<file path="config.mk">
export PLATFORM = sky130hd
export DESIGN_NAME = mem_stage_alpha
export DESIGN_NICKNAME = d
export VERILOG_FILES = /design/src/rtl/mem_stage_alpha.sv
export SDC_FILE = /design/constraint.sdc
export NUM_CORES = 1
export LEC_CHECK = 0
export ABC_AREA = 0
export CORE_UTILIZATION = 39
export CTS_CLUSTER_DIAMETER = 100
export DETAILED_ROUTE_END_ITERATION = 8
export PLACE_DENSITY_LB_ADDON = 0.05
export SLEW_MARGIN = 20
export SYNTH_ARGS = -nofsm -noshare
export SYNTH_HDL_FRONTEND = slang
export SYNTH_SLANG_ARGS = --single-unit
</file>
<file path="constraint.sdc">
create_clock -name clk -period 2.9 [get_ports clk]
set_input_delay 0.58 -clock clk [delete_from_list [all_inputs] [get_ports clk]]
set_output_delay 0.58 -clock clk [all_outputs]
set_load 0.03 [all_outputs]
</file>
<file path="src/rtl/mem_stage_alpha.sv">
// Memory-access stage of the alpha pipeline: turns ALU results into bus
// load/store transactions and produces one registered writeback record per instruction.
module mem_stage_alpha (
    input  logic        clk,
    input  logic        rst,
    input  logic        flush_i,
    input  logic        ex_valid,
    input  logic [3:0]  mem_op,
    input  logic [31:0] ex_result,
    input  logic [31:0] store_data,
    input  logic [4:0]  ex_waddr,
    output logic        data_req,
    output logic        data_wr,
    output logic [1:0]  data_size,
    output logic [31:0] data_addr,
    output logic [31:0] data_wdata,
    output logic [3:0]  data_wstrb,
    input  logic        data_addr_ok,
    input  logic        data_data_ok,
    input  logic [31:0] data_rdata,
    output logic        wb_valid,
    output logic [4:0]  wb_waddr,
    output logic [31:0] wb_wdata,
    output logic        exp_adel,
    output logic        exp_ades,
    output logic [31:0] badvaddr,
    output logic        stall_o
);

    typedef enum logic [1:0] {IDLE = 2'd0, REQ = 2'd1, WAIT = 2'd2, DRAIN = 2'd3} state_t;

    localparam logic [3:0] OP_LB  = 4'd1;
    localparam logic [3:0] OP_LBU = 4'd2;
    localparam logic [3:0] OP_LH  = 4'd3;
    localparam logic [3:0] OP_LHU = 4'd4;
    localparam logic [3:0] OP_LW  = 4'd5;
    localparam logic [3:0] OP_SB  = 4'd6;
    localparam logic [3:0] OP_SH  = 4'd7;
    localparam logic [3:0] OP_SW  = 4'd8;

    function automatic logic is_mem(input logic [3:0] op);
        return (op >= OP_LB) && (op <= OP_SW);
    endfunction

    function automatic logic is_store(input logic [3:0] op);
        return (op >= OP_SB) && (op <= OP_SW);
    endfunction

    function automatic logic [1:0] op_size(input logic [3:0] op);
        case (op)
            OP_LH, OP_LHU, OP_SH: return 2'd1;
            OP_LW, OP_SW:         return 2'd2;
            default:              return 2'd0;
        endcase
    endfunction

    function automatic logic misaligned(input logic [1:0] size, input logic [1:0] off);
        case (size)
            2'd1:    return off[0];
            2'd2:    return off != 2'd0;
            default: return 1'b0;
        endcase
    endfunction

    function automatic logic [31:0] store_lanes(input logic [3:0] op, input logic [31:0] d);
        case (op)
            OP_SB:   return {4{d[7:0]}};
            OP_SH:   return {2{d[15:0]}};
            default: return d;
        endcase
    endfunction

    function automatic logic [3:0] store_strb(input logic [3:0] op, input logic [1:0] off);
        case (op)
            OP_SB:   return 4'b0001 << off;
            OP_SH:   return 4'b0011 << off;
            OP_SW:   return 4'b1111;
            default: return 4'b0000;
        endcase
    endfunction

    function automatic logic [31:0] load_ext(input logic [3:0] op, input logic [1:0] off,
                                             input logic [31:0] rd);
        logic [7:0]  b;
        logic [15:0] h;
        case (off)
            2'd0:    b = rd[7:0];
            2'd1:    b = rd[15:8];
            2'd2:    b = rd[23:16];
            default: b = rd[31:24];
        endcase
        h = off[1] ? rd[31:16] : rd[15:0];
        case (op)
            OP_LB:   return {{24{b[7]}}, b};
            OP_LBU:  return {24'd0, b};
            OP_LH:   return {{16{h[15]}}, h};
            OP_LHU:  return {16'd0, h};
            default: return rd;
        endcase
    endfunction

    state_t      state_q, state_d;
    logic [3:0]  op_q, op_d;
    logic [31:0] addr_q, addr_d;
    logic [31:0] wdata_q, wdata_d;
    logic [3:0]  wstrb_q, wstrb_d;
    logic        wr_q, wr_d;
    logic [1:0]  size_q, size_d;
    logic [4:0]  waddr_q, waddr_d;
    logic        done_q, done_d;
    logic        wb_valid_q, wb_valid_d;
    logic [4:0]  wb_waddr_q, wb_waddr_d;
    logic [31:0] wb_wdata_q, wb_wdata_d;
    logic        adel_q, adel_d;
    logic        ades_q, ades_d;
    logic [31:0] badvaddr_q, badvaddr_d;
    logic        stall_s;
    logic        finish_s;

    // Next-state, transaction latch and writeback-record logic.
    always_comb begin
        state_d    = state_q;
        op_d       = op_q;
        addr_d     = addr_q;
        wdata_d    = wdata_q;
        wstrb_d    = wstrb_q;
        wr_d       = wr_q;
        size_d     = size_q;
        waddr_d    = waddr_q;
        done_d     = 1'b0;
        wb_valid_d = 1'b0;
        wb_waddr_d = 5'd0;
        wb_wdata_d = 32'd0;
        adel_d     = 1'b0;
        ades_d     = 1'b0;
        badvaddr_d = 32'd0;
        stall_s    = 1'b0;
        finish_s   = 1'b0;

        case (state_q)
            IDLE: begin
                // done_q marks the cycle the stalled instruction retires; it is still on the inputs.
                if (!flush_i && ex_valid && !done_q) begin
                    if (!is_mem(mem_op)) begin
                        wb_valid_d = 1'b1;
                        wb_wdata_d = ex_result;
                        wb_waddr_d = ex_waddr;
                    end else if (misaligned(op_size(mem_op), ex_result[1:0])) begin
                        wb_valid_d = 1'b1;
                        adel_d     = !is_store(mem_op);
                        ades_d     = is_store(mem_op);
                        badvaddr_d = ex_result;
                    end else begin
                        op_d    = mem_op;
                        addr_d  = ex_result;
                        wdata_d = store_lanes(mem_op, store_data);
                        wstrb_d = store_strb(mem_op, ex_result[1:0]);
                        wr_d    = is_store(mem_op);
                        size_d  = op_size(mem_op);
                        waddr_d = ex_waddr;
                        stall_s = 1'b1;
                        state_d = REQ;
                    end
                end else begin
                    state_d = IDLE;
                end
            end
            REQ: begin
                stall_s = !flush_i;
                if (flush_i) begin
                    state_d = IDLE;
                end else if (data_addr_ok) begin
                    finish_s = data_data_ok;
                    state_d  = data_data_ok ? IDLE : WAIT;
                end else begin
                    state_d = REQ;
                end
            end
            WAIT: begin
                stall_s = !flush_i;
                if (flush_i) begin
                    state_d = data_data_ok ? IDLE : DRAIN;
                end else if (data_data_ok) begin
                    finish_s = 1'b1;
                    state_d  = IDLE;
                end else begin
                    state_d = WAIT;
                end
            end
            DRAIN: begin
                stall_s = !flush_i && ex_valid && is_mem(mem_op);
                if (data_data_ok) begin
                    state_d = IDLE;
                end else begin
                    state_d = DRAIN;
                end
            end
            default: begin
                state_d = IDLE;
            end
        endcase

        if (finish_s) begin
            done_d     = 1'b1;
            wb_valid_d = 1'b1;
            wb_waddr_d = wr_q ? 5'd0 : waddr_q;
            wb_wdata_d = wr_q ? 32'd0 : load_ext(op_q, addr_q[1:0], data_rdata);
        end else begin
            done_d = 1'b0;
        end
    end

    // State, latched transaction and registered writeback record.
    always_ff @(posedge clk) begin
        if (rst) begin
            state_q    <= IDLE;
            op_q       <= 4'd0;
            addr_q     <= 32'd0;
            wdata_q    <= 32'd0;
            wstrb_q    <= 4'd0;
            wr_q       <= 1'b0;
            size_q     <= 2'd0;
            waddr_q    <= 5'd0;
            done_q     <= 1'b0;
            wb_valid_q <= 1'b0;
            wb_waddr_q <= 5'd0;
            wb_wdata_q <= 32'd0;
            adel_q     <= 1'b0;
            ades_q     <= 1'b0;
            badvaddr_q <= 32'd0;
        end else begin
            state_q    <= state_d;
            op_q       <= op_d;
            addr_q     <= addr_d;
            wdata_q    <= wdata_d;
            wstrb_q    <= wstrb_d;
            wr_q       <= wr_d;
            size_q     <= size_d;
            waddr_q    <= waddr_d;
            done_q     <= done_d;
            wb_valid_q <= wb_valid_d;
            wb_waddr_q <= wb_waddr_d;
            wb_wdata_q <= wb_wdata_d;
            adel_q     <= adel_d;
            ades_q     <= ades_d;
            badvaddr_q <= badvaddr_d;
        end
    end

    // A flush must withdraw the request within the same cycle, so req and stall stay combinational.
    assign data_req   = (state_q == REQ) && !flush_i && !rst;
    assign stall_o    = stall_s && !rst;
    assign data_wr    = wr_q;
    assign data_size  = size_q;
    assign data_addr  = addr_q;
    assign data_wdata = wdata_q;
    assign data_wstrb = wstrb_q;
    assign wb_valid   = wb_valid_q;
    assign wb_waddr   = wb_waddr_q;
    assign wb_wdata   = wb_wdata_q;
    assign exp_adel   = adel_q;
    assign exp_ades   = ades_q;
    assign badvaddr   = badvaddr_q;

endmodule

</file>
# Word level (Yosys, flattened, before mapping)
# Index checks and enable logic that the tools add are counted.
# W data, S select, Z words.
totals:
  reg_bits: 155
  inputBits: 111
  elab_cells: 111
op_classes:
  order_cmp: 3
  n_eq_ne: 19
  n_shift: 2
  n_mux: 47
  bitwise: 4
  n_reduce_logical: 21
op_table:
  columns: ["op", "count"]
  rows:
  - ["$mux W32", 5]
  - ["$pmux W32 S4", 1]
  - ["$pmux W32 S2", 1]
  - ["$mux W5", 5]
  - ["$pmux W8 S3", 1]
  - ["$mux W2", 11]
  - ["$eq A4 B3 Y1 const B", 5]
  - ["$mux W1", 16]
  - ["$mux W16", 1]
  - ["$eq A4 B2 Y1 const B", 3]
  - ["$pmux W4 S3", 1]
  - ["$eq A2 B2 Y1 const B", 4]
  - ["$logic_and A1 B1 Y1", 8]
  - ["$pmux W2 S4", 1]
  - ["$eq A2 B1 Y1 const B", 3]
  - ["$ne A3 B3 Y1 const B", 2]
  - ["$reduce_or A5 Y1", 1]
  - ["$eq A4 B1 Y1 const B", 1]
  - ["$eq A4 B4 Y1 const B", 1]
  - ["$ge A4 B1 Y1 const B", 1]
  - ["$ge A4 B3 Y1 const B", 1]
  - ["$le A4 B4 Y1 const B", 1]
  - ["$logic_not A1 Y1", 4]
  - ["$logic_not A2 Y1", 2]
  - ["other kinds (11)", 16]

# Depth between registers and ports, before layout
depth:
  depth_word: 16
  mapped_depth: 13
  ltp_nobuf: 10

# Worst setup path after synthesis
# No wires, ideal clock.
synth_path:
  path_type: "input port to output port"
  from: "input mem_op[0]"
  to: "output stall_o"
  arrival_ps: 2662
  required_ps: 2320
  setup_slack_ps: -342
  cell_stages: 11
  n_path_buf: 3
  path_cell_list: "buf_2 > clkbuf_1 > nand2_1 > a21oi_1 > inv_1 > ha_1 > o21ai_0 > a21oi_1 > nand3b_1 > buf_2 > a21oi_1"
synth_via:
  elab_chain_len: 16
  elab_cells_between_ends: 26
  cone_classes: "order compare: 2; eq/ne: 7; mux: 12; reduce/logical: 5"
synth_lines:
  columns: ["element", "line_no", "rtl"]
  rows:
  - ["start, declared", "8", "input logic [3:0] mem_op,"]
  - ["$eq A4 B2 Y1, or another cell as far along", "50", "case (op)"]
  - ["$reduce_or A3 Y1 or $reduce_or A2 Y1 (tied branches)", "50", null]
  - ["$pmux W2 S2", "50", null]
  - ["$mux W2", "144", "if (!is_mem(mem_op)) begin"]
  - ["$mux W2", "143", "if (!flush_i && ex_valid && !done_q) begin"]
  - ["$mux W2", "140", "case (state_q)"]
  - ["$eq A2 B2 Y1 or $eq A2 B1 Y1 (tied branches)", "58", "case (size)"]
  - ["$pmux W1 S2", "58", null]
  - ["$mux W1", "144", null]
  - ["$mux W1", "143", null]
  - ["$mux W1", "140", null]
  - ["$mux W1", "148", "end else if (misaligned(op_size(mem_op), ex_result[1:0])) begin"]
  - ["$mux W1", "144", null]
  - ["$mux W1", "143", null]
  - ["$pmux W1 S3 *", "140", null]
  - ["$logic_and A1 B1 Y1 *", "252", "assign stall_o = stall_s && !rst;"]
  - ["end, declared", "27", "output logic stall_o"]
# Mark *: on every way between the ends. The rest lies on a longest branch, timed or not. The select of a mux whose other input is x is not followed.

# Worst setup path in the final report
layout_path:
  from: "input mem_op[3]"
  to: "output stall_o"
# Same word-level chain as after synthesis.

==> flow_results.org <==
** Worst setup path
- Crit path DAT :: approximately 2300 ps
- Critical Path Source Type :: primary input
- STA classifies the critical path endpoint as an output pin.
- Along the worst path, the maximum fanout reaches 3.
- The critical path is of the in -> out type.
- Worst EP required :: roughly 2300 ps
- R2r worst-path depth :: 9

** Layout
- Core Util, Final :: 0.618
- The area growth from synthesis to layout is 54.7%.
- Across the whole layout, storage elements account for a little over 3000 um2.
- Filler Cell Count :: roughly 1400
- Layout cells sized above 1 :: 0.103
- The repair_antennas step left the layout with diodes totalling 0.
- Multi-input combinational cell area :: ~3000 um2
- Net count, final :: 1118

** Synth
- After synthesis the netlist holds a flip-flop and latch count of around 160.
- When the netlist entered floorplanning its net count stood at around 860.
- Of all flip-flops after synthesis, the portion carrying an async set or reset was 0.
- After synthesis, the mean cell area works out to approximately 8.5 um2.
- Sequential cell area fraction in the yosys report :: 0.489
- Yosys mapped a number of flops with a built-in enable equal to 0.
- Gate count of the mapped netlist :: between 700 and 800
- For this run, the number of Yosys warnings is 0.
- The cell area that synthesis handed to floorplanning was 6340 um2.
- Synth unique cells :: 50
- In the synthesized netlist the dominant register cell turns out to be dfxtp_1.

** Timing
- The count of pins over their slew limit came to 0.
- Setup violations remaining at the end of the flow were counted as 0.
- The hold violation total from the final report was 0.
- Slew HR :: 0.509
- Counting I/O delays and the setup requirement, the final critical path takes approximately 2800 ps.
- Transition time of the tightest slew-check pin :: between 700 and 800 ps
- Smallest hold slack :: ~450 ps
- Achievable clock frequency :: between 0.3 and 0.4 GHz
- Share of the clock period used by the worst path after layout :: 0.979
- Across the routed clock network, the largest skew measured is 11.6 ps.

** Floorplan
- Die span in x :: roughly 130 um
- Measured along the y axis, the die boundary spans between 100 and 150 um.
- Number of placement rows :: 46
- Die area :: between 15000 and 20000 um2
- Core outline area :: 15900 um2
- Starting density of the core :: 0.399
- I/O Pins :: ~260

** Power and ir drop
- Clock network fraction of total power :: 0.418
- Of the total power, the share spent switching nets is 0.269.
- Internal power :: about 3800 uW
- The share of total power dissipated in combinational logic is 0.150.
- Power density over the cells :: around 530 nW/um2
- Pleak :: ~0.0036 uW
- Worst IR drop on VDD :: ~0.41 mV
- PnR Total Power :: between 5000 and 6000 uW
- Of the total power, registers draw 0.432.
- Switching component of the power :: 1390 uW

** Route
- First-pass iteration count of the detailed router :: 5
- The detailed router finished its first iteration with roughly 310 violations.
- Post-route DRC :: 0
- Mean number of vias per cell :: slightly above 5
- Final antenna-violating net count :: 0
- For this block, the via count after detailed routing is 6260.
- The final layout contains routed wiring with a total length of 20.9 mm.
- In the final routed layout, each cell accounts on average for about 17 um.

** Global routing
- Overall overflow remaining after global route :: 0
- Initial antenna violation count :: 0
- The number of global-route vias before repair was between 6000 and 7000.
- The first global-routing pass estimated roughly 32 mm of wire.
- Maximum number of pins on one net before global-route repair :: 55
- Global Route Usage Sum :: 0.248

** Clocking
- Max H-tree Level :: 4
- Root buffer cell :: clkbuf_16
- Clock-pin slew was measured on the worst setup and hold paths at roughly 60 ps.
- In this run, CTS created clock tree buffers numbering 17.
- Clock Sinks :: between 150 and 200
- Clock Latency Late Sink :: ~420 ps
- Clock tree buffer depth :: 2
- TritonCTS built the clock tree.
- Buffers inserted to repair hold after CTS numbered 0.

** Min path
- The tightest min-delay check is of the reg -> reg type.
- The worst hold path was traced through 2 stages.

** Place
- Buffers placed on the I/O ports in this run total 255.
- The wire-length estimate of the detail-placed layout is ~15 mm.
- At the end of routability-driven placement, the weighted congestion stood at 0.859.

** Run status
- Result of the run :: complete, no violations

** Flow run
- Total of max-cap violations :: 0
==> synth_stat cells, types with 7 or more instances <==
library cell,count,share of area
nor2_1,51,0.030
buf_4,13,0.015
clkbuf_1,26,0.015
mux2i_1,18,0.028
o22ai_1,10,0.0099
a221oi_1,7,0.0097
mux2_2,15,0.027
dfxtp_1,155,0.49
a211oi_1,11,0.013
and2_1,34,0.034
a311oi_1,10,0.014
nor3_1,10,0.0079
buf_2,16,0.013
nand2_1,173,0.10
o21ai_1,13,0.010
a21oi_1,66,0.052
o21ai_0,48,0.038
ha_1,7,0.014
==> metal layers <==
layer	GRT usage	up-vias	wire, um
li1	-	3053	-
met1	0.294	2913	8400
met2	0.427	261	10400
met3	0.0656	33	1570
met4	0.0985	0	497
met5	0	-	0
==> worst max-delay path: stages <==
cell	delay [ps]
clkdlybuf4s15_1	220
nor2b_4	160
nand2b_1	60
a21o_1	210
ha_1	210
o21ai_2	150
a21oi_2	80
nand3b_1	240
a21oi_4	200
buf_6	140
==> cells by family after synthesis <==
| family | after synthesis | synth area share |
|---|---|---|
| AOI/OAI and AO/OA | 181 | 0.167 |
| xor gates and xnor gates | 4 | 0.00671 |
| adders and majority gates | 7 | 0.0138 |
| buffers and inverters | 62 | 0.0487 |
| DFF | 155 | 0.489 |
| muxes | 33 | 0.0550 |
| and+or+nand+nor | 303 | 0.220 |
==> worst paths after layout <==
kind | from | to | slack, ps
min reg2reg | data_addr[27]$_SDFFE_PP0P_ | data_addr[27]$_SDFFE_PP0P_ | 450
min | data_addr[27]$_SDFFE_PP0P_ | data_addr[27]$_SDFFE_PP0P_ | 450
max reg2reg | state_q[0]$_SDFFE_PP0P_ | data_addr[12]$_SDFFE_PP0P_ | 670
max | mem_op[3] | stall_o | 60
==> power groups by stage <==
| stage | clock network (uW) | registers [uW] | logic (uW) |
|---|---|---|---|
| 2_1_floorplan | 0 | 2370 | 275 |
| 3_3_place_gp | 0 | 2270 | 758 |
| 3_5_place_dp | 0 | 2280 | 767 |
| 4_1_cts | 2190 | 2230 | 773 |
| 5_1_grt | 2300 | 2240 | 829 |
| 6_report | 2160 | 2230 | 774 |
==> sequential cells by signal, summed over array words and instances, names as in the netlist <==
signal / flops
wb_waddr: 5
done_q: 1
data_wr: 1
exp_adel: 1
wb_valid: 1
data_addr: 32
badvaddr: 32
wb_wdata: 32
data_size: 2
data_wdata: 32
op_q: 4
state_q: 2
data_wstrb: 4
waddr_q: 5
exp_ades: 1
==> area by class of cell <==
cell class                      instances  area share
Inverter                                5     0.00191
Sequential cell                       155       0.316
Timing Repair Buffer                  293       0.293
Tap cell                              216      0.0275
Clock buffer                           18      0.0448
Clock inverter                         14      0.0139
Multi-Input combinational cell        528       0.303
==> stage by stage <==
step | area (um2) | setup TNS [ps] | worst slack [ps] | std cells
3_3_place_gp | 9210 | -12300 | -297 | 1195
3_5_place_dp | 9210 | -21550 | -386 | 1195
2_1_floorplan | 6370 | 0 | 34.9 | 745
5_1_grt | 9810 | -11.9 | -11.9 | 1229
4_1_cts | 9810 | 0 | 9.48 | 1229
6_report | 9810 | 0 | 61.8 | 1229
==> layout by cell type, fill, tap and decap left out, types with 4 or more instances in the layout <==
master,count
a311oi_1,10
clkinv_4,4
o22ai_1,10
a32oi_1,5
nor3b_1,4
clkdlybuf4s50_1,249
clkbuf_16,17
ha_1,6
buf_4,34
and2_1,34
inv_1,5
a211oi_1,11
mux2i_1,18
buf_12,4
o21ai_1,13
a221oi_1,7
nand2b_1,4
inv_6,4
o21ai_0,47
nand2_1,173
nor2b_1,4
mux2_2,15
nor2_1,51
nor3_1,10
dfxtp_1,155
or3_1,4
a21oi_1,63
==> timing repair <==
item                                    CTS  global route
resized for setup                         8            11
setup buffers                             2             0
endpoints found under the setup margin    1             2
pin swaps                                 3             4
(Power assumes the default switching activity.)
